[src/rtl/cluster_reduce_pipe.sv]
// N-channel XOR/ADD/AND/OR reduction feeding a DEPTH-stage valid/ready pipeline with an output accumulator.
// Optional macro CLUSTER_REDUCE_PARITY_EN adds out_parity, carried alongside out_data.
module cluster_reduce_pipe #(
    parameter int WIDTH  = 32,
    parameter int NUM_IN = 3,
    parameter int DEPTH  = 2
) (
    input  logic                    clk,
    input  logic                    rst,
    input  logic                    in_valid,
    output logic                    in_ready,
    input  logic [NUM_IN*WIDTH-1:0] in_data,
    input  logic [1:0]              in_mode,
    output logic                    out_valid,
    input  logic                    out_ready,
    output logic [WIDTH-1:0]        out_data,
`ifdef CLUSTER_REDUCE_PARITY_EN
    output logic                    out_parity,
`endif
    input  logic                    acc_clear,
    output logic [WIDTH-1:0]        out_acc,
    output logic [15:0]             out_count
);

    localparam logic [1:0] MODE_XOR = 2'd0;
    localparam logic [1:0] MODE_ADD = 2'd1;
    localparam logic [1:0] MODE_AND = 2'd2;
    localparam logic [1:0] MODE_OR  = 2'd3;

    logic [WIDTH-1:0] reduce_s;
    logic [DEPTH-1:0] stage_ready_s;
    logic             chain_s;
    logic [DEPTH-1:0] prev_valid_s;
    logic [WIDTH-1:0] prev_data_s [DEPTH];
    logic [DEPTH-1:0] valid_r;
    logic [WIDTH-1:0] data_r [DEPTH];
    logic             out_hs_s;
    logic [WIDTH-1:0] acc_r;
    logic [15:0]      count_r;

    // Fold all channels with the selected operator; ADD wraps at WIDTH bits.
    always_comb begin
        reduce_s = in_data[WIDTH-1:0];
        for (int i = 1; i < NUM_IN; i++) begin
            case (in_mode)
                MODE_XOR: reduce_s = reduce_s ^ in_data[i*WIDTH +: WIDTH];
                MODE_ADD: reduce_s = reduce_s + in_data[i*WIDTH +: WIDTH];
                MODE_AND: reduce_s = reduce_s & in_data[i*WIDTH +: WIDTH];
                MODE_OR:  reduce_s = reduce_s | in_data[i*WIDTH +: WIDTH];
                default:  reduce_s = reduce_s;
            endcase
        end
    end

    // A stage can load when it is empty or everything downstream of it can advance.
    always_comb begin
        stage_ready_s = {DEPTH{1'b0}};
        chain_s       = out_ready;
        for (int k = DEPTH - 1; k >= 0; k--) begin
            chain_s          = !valid_r[k] || chain_s;
            stage_ready_s[k] = chain_s;
        end
    end

    assign in_ready = stage_ready_s[0] && !rst;

    // Predecessor view of every stage; stage 0's predecessor is the input port.
    always_comb begin
        prev_valid_s[0] = in_valid;
        prev_data_s[0]  = reduce_s;
        for (int k = 1; k < DEPTH; k++) begin
            prev_valid_s[k] = valid_r[k-1];
            prev_data_s[k]  = data_r[k-1];
        end
    end

    // Pipeline stage registers.
    always_ff @(posedge clk or posedge rst) begin
        if (rst) begin
            valid_r <= {DEPTH{1'b0}};
            for (int k = 0; k < DEPTH; k++) begin
                data_r[k] <= {WIDTH{1'b0}};
            end
        end else begin
            for (int k = 0; k < DEPTH; k++) begin
                if (stage_ready_s[k]) begin
                    valid_r[k] <= prev_valid_s[k];
                    data_r[k]  <= prev_data_s[k];
                end
            end
        end
    end

    assign out_valid = valid_r[DEPTH-1];
    assign out_data  = data_r[DEPTH-1];
    assign out_hs_s  = out_valid && out_ready;

    // Running sum and saturating count of delivered results; a clear seeds them with the current delivery.
    always_ff @(posedge clk or posedge rst) begin
        if (rst) begin
            acc_r   <= {WIDTH{1'b0}};
            count_r <= 16'd0;
        end else if (out_hs_s) begin
            if (acc_clear) begin
                acc_r   <= out_data;
                count_r <= 16'd1;
            end else begin
                acc_r   <= acc_r + out_data;
                count_r <= (count_r == 16'hFFFF) ? count_r : count_r + 16'd1;
            end
        end else if (acc_clear) begin
            acc_r   <= {WIDTH{1'b0}};
            count_r <= 16'd0;
        end else begin
            acc_r   <= acc_r;
            count_r <= count_r;
        end
    end

    assign out_acc   = acc_r;
    assign out_count = count_r;

`ifdef CLUSTER_REDUCE_PARITY_EN
    logic [DEPTH-1:0] parity_r;
    logic [DEPTH-1:0] prev_parity_s;

    function automatic logic parity_of(input logic [WIDTH-1:0] value);
        return ^value;
    endfunction

    // Parity rides next to the data so it stays aligned and held under stall.
    always_comb begin
        prev_parity_s[0] = parity_of(reduce_s);
        for (int k = 1; k < DEPTH; k++) begin
            prev_parity_s[k] = parity_r[k-1];
        end
    end

    // Parity stage registers, advancing with the data stages.
    always_ff @(posedge clk or posedge rst) begin
        if (rst) begin
            parity_r <= {DEPTH{1'b0}};
        end else begin
            for (int k = 0; k < DEPTH; k++) begin
                if (stage_ready_s[k]) begin
                    parity_r[k] <= prev_parity_s[k];
                end
            end
        end
    end

    assign out_parity = parity_r[DEPTH-1];
`endif

endmodule
[config.mk]
export PLATFORM = sky130hd
export DESIGN_NAME = cluster_reduce_pipe
export DESIGN_NICKNAME = d
export VERILOG_FILES = /design/src/rtl/cluster_reduce_pipe.sv
export SDC_FILE = /design/constraint.sdc
export NUM_CORES = 1
export LEC_CHECK = 0
export ABC_CLOCK_PERIOD_IN_PS = 11100
export CORE_UTILIZATION = 49
export CTS_CLUSTER_DIAMETER = 60
export DETAILED_ROUTE_END_ITERATION = 8
export GPL_TIMING_DRIVEN = 1
export PLACE_DENSITY = 0.73
export SLEW_MARGIN = 20
export SYNTH_ARGS = -nofsm -noshare
export SYNTH_HDL_FRONTEND = slang
export SYNTH_SLANG_ARGS = --single-unit
[constraint.sdc]
create_clock -name clk -period 11.1 [get_ports clk]
set_input_delay 2.775 -clock clk [delete_from_list [all_inputs] [get_ports clk]]
set_output_delay 2.775 -clock clk [all_outputs]
set_load 0.01 [all_outputs]
==> impl_results.md <==
* Run status: completed
* IO buf count at around 180
* CP max-delay cell: clkdlybuf4s50_1
* Cell accounting for the most synthesized area: dfrtp_1
* Endpoint class of the critical path: output pin
* Initial antenna violation count at 0
* Number of buffer and inverter stages on the critical path at 4
* Final Cycle Share at 68.94%
* Clock tree from TritonCTS: built
* Cell area power density at 168.4 nW/um^2
* Initial core utilization at 50.43%
* Number of H-tree levels at 4
* Area share of the largest cell type after synthesis at 22.99%
* Req. time, crit path at 8.33 ns
* Layout cells sized above 1 at under 10%
* RSZ-0062 raised after global routing: no
* Synthesized flop and latch total at ~110
* Min-delay worst type: reg2reg
* Met1 wire length at 14570 um
* DRC at 0
* Crit Reg-Reg Startpoint: out_data[0]$_DFFE_PP0P_
* Least setup slack across all paths after layout at 3.448 ns
* Worst-case setup slack after placement at 3.244 ns
* DR WL met2 at 13770 um
* Total detailed-routing wirelength at 29960 um
* Worst Path Class, Setup: in2out
* Number of nets in the finished design at roughly 2000
* Wire length of the first global-routing pass at 50290 um
* Via Count at 11250
* 1st-pass router iterations at 5
* Share of synthesized registers carrying an async set or reset at 100.0%
* Worst-case clock skew at 0.009786 ns
* Post-DR wirelength/cell at ~15 um
* Number of stages on the worst hold path at 2
* Peak supply drop at between 100 and 150 uV
* Global routing usage summed across all routing layers at 23.38%
* Cell class contributing the biggest share of worst-path delay: buffers and inverters
* Final Hold Fails at 0
* Sink Count at 114
* Final global-route overflow total at 0
* Launching element type of the critical path: input pin
* Slew HR at around 37%
* Count of synthesis-stage warnings from yosys at 0
* Post-synth design cell area at 12410 um^2
* R2r worst-path depth at 13
* Placed cell count at around 2000
* Reported max-cap violation count at 0
* Post-synthesis to final-layout area growth at 19.30%
* Post-synthesis area per instance at 7.751 um^2
* Gpl congestion at between 0.8 and 0.9
* Final instance area at 14800 um^2
* # hold bufs at CTS at 0
* Total core area at 24600 um^2
* Count of cells resized by post-cts repair at 0
* Post-CTS setup buffers at 0
* Top sig layer: met4
* HPWL after detailed placement at ~23000 um
* Setup Viol. Count Final at 0
* Portion of the post-synthesis area used by sequential elements at 22.99%
* Arrival time of data at the critical path endpoint at 4.88 ns
* Root Buffer: clkbuf_16
* Gate Count Post-Synth at 1601
* Number of clock buffers inserted by TritonCTS at 17
* Highest clock rate at 130.7 MHz
* Setup slack, reg-to-reg at 7.88 ns
* Biggest area contributors in the synthesized netlist: dfrtp_1, ha_1, o21ai_0
* Clock transition at the registers of the reported paths at 0.05 ns
* Row Count at 57
* Count of distinct cell types in the synthesized netlist at 73
* Launch point of the worst hold path: data_r[42]$_DFFE_PP0N_
* Top fanout value on the critical path at 35
* Number of antenna cells inserted at 0
* Worst-case hold path end point: data_r[42]$_DFFE_PP0N_
* Met3 routed wirelength at approximately 1300 um
* Leakage at 6.969 nW
* Die Y at 161.1 um
* Largest net degree at the start of global routing at 102
* Layout Cells excl Fill at around 2000
* Maximum root-to-sink buffer count at 2
* Pins Over Slew Limit at 0
* Slew at the pin closest to its max-slew limit at ~0.95 ns
* Die footprint at 25970 um^2
* Ys flop type: dfrtp_1
* Ports at 185
* Worst reg2reg path endpoint: out_acc[30]$_DFFE_PP0P_
* Net Count, Synth at 1867
* Vias in the first global route at 10270
* Cells along the critical path: clkdlybuf4s50_1 -> nor2b_2 -> buf_4 -> and2_0 -> buf_4 -> nor2_1 -> clkdlybuf4s50_1
* Via-per-instance ratio at 5.495
* Longest individual stage delay on the worst path at 0.48 ns
* Latest clock arrival within the worst-skew pair at 0.41 ns
* Post-synth EDFFs at 0
* Drt first-iter violations at 730
* Placed Instance Area at 14210 um^2
* Remaining antenna violation count after routing at 0
* Accumulated negative setup slack at 0 ns
* Min Tclk post-route at 7.652 ns
* Filler Cell Count at 2261
* Util after Layout at between 60% and 70%
* Chip Width at about 160 um
-- final cells by class --
cell class              instances  area [um^2]  area share [%]
well taps                     324        405.4           2.738
multi-input cells            1222         8436           56.98
inverters                     163        614.3           4.150
flip-flops and latches        114         2853           19.27
repair buffers                193         1899           12.83
clock inverters                12        130.1          0.8790
clock buffers                  20        466.7           3.152
-- cells by family after synthesis --
logic type | synth area share, %
xor+xnor | 5.364
compound gates | 24.57
mux | 5.596
flops | 22.99
fa+ha+maj | 16.62
simple gates | 15.81
buf+inv | 9.054
-- report_power, final --
| part | total (mW) | switching (mW) | internal [mW] | leakage (nW) |
|---|---|---|---|---|
| clock | 0.540 | 0.192 | 0.348 | 0.293 |
| sequential | 0.641 | 0.117 | 0.524 | 1.39 |
| combinational | 1.31 | 0.679 | 0.633 | 5.29 |
| total | 2.49 | 0.988 | 1.50 | 6.97 |
-- metal layers --
| layer | GRT usage (%) | vias up |
|---|---|---|
| met1 | 33.41 | 5171 |
| met2 | 37.70 | 304 |
| met4 | 5.017 | 0 |
| li1 | - | 5753 |
| met5 | 0 | - |
| met3 | 2.902 | 25 |
-- layout by cell type (no fill, tap or decap), types with 6 or more instances in the layout --
cell / Yosys / final
mux2_2: 33 / 33
o21ai_1: 9 / 9
inv_1: 163 / 162
nor2_1: 114 / 114
nand2_1: 157 / 157
o21ai_0: 160 / 160
and2_1: 6 / 6
a21oi_1: 137 / 137
a21o_1: 45 / 45
and3_1: 19 / 19
nor3_1: 16 / 16
clkbuf_16: 0 / 17
a221oi_1: 6 / 6
xnor2_1: 40 / 40
dfrtp_1: 114 / 114
nand2b_1: 19 / 19
a211o_1: 6 / 6
nor3b_1: 6 / 6
nand3_1: 42 / 42
a31oi_1: 13 / 13
a21boi_0: 8 / 8
o211ai_1: 23 / 23
mux2i_1: 30 / 30
xor2_1: 36 / 36
o21a_1: 19 / 19
ha_1: 160 / 160
a211oi_1: 9 / 9
nand4_1: 8 / 8
buf_4: 32 / 11
a22oi_1: 9 / 9
clkdlybuf4s50_1: 0 / 181
nor2b_1: 18 / 17
-- through the flow --
| step | hold WS, ns | power [mW] |
|---|---|---|
| after floorplan | 0.4348 | 1.573 |
| after global placement | 0.4564 | 1.911 |
| after detailed placement | 0.4567 | 1.943 |
| after CTS | 0.4684 | 2.499 |
| after global routing | 0.5028 | 2.694 |
| final | 0.4666 | 2.493 |
-- worst register-to-register path, delay by kind of cell (launching register included) --
kind / cells / cell delay (ns)
muxes: 1 / 0.22
DFF: 1 / 0.39
buffers and inverters: 1 / 0.07
and+or+nand+nor: 2 / 0.37
adders and majority gates: 2 / 0.61
AOI/OAI and AO/OA: 7 / 1.43
-- synthesized netlist by cell type (18+ instances only) --
cell type / count
a21o_1: 45
a21oi_1: 137
and3_1: 19
buf_4: 32
clkbuf_1: 61
dfrtp_1: 114
ha_1: 160
inv_1: 163
mux2_2: 33
mux2i_1: 30
nand2_1: 157
nand2b_1: 19
nand3_1: 42
nor2_1: 114
nor2b_1: 18
o211ai_1: 23
o21a_1: 19
o21ai_0: 160
xnor2_1: 40
xor2_1: 36
-- state kept, by name, summed over array words and instances, names as in the netlist --
name	cells
valid_r	2
out_data	32
out_acc	32
out_count	16
data_r	32
-- worst max-delay path by stage --
stage                startpoint                      to  slack [ns]  depth (start not counted)
floorplan            in_data[6]  data_r[61]$_DFFE_PP0N_        4.27                         23
finish                out_ready                in_ready        3.45                          7
CTS                   out_ready                in_ready        3.44                          7
global route        in_data[32]  data_r[61]$_DFFE_PP0N_        3.17                         25
global placement     in_data[0]  data_r[61]$_DFFE_PP0N_        3.41                         25
detailed placement  in_data[32]  data_r[61]$_DFFE_PP0N_        3.24                         25
Power figures use the tool's default switching activity.
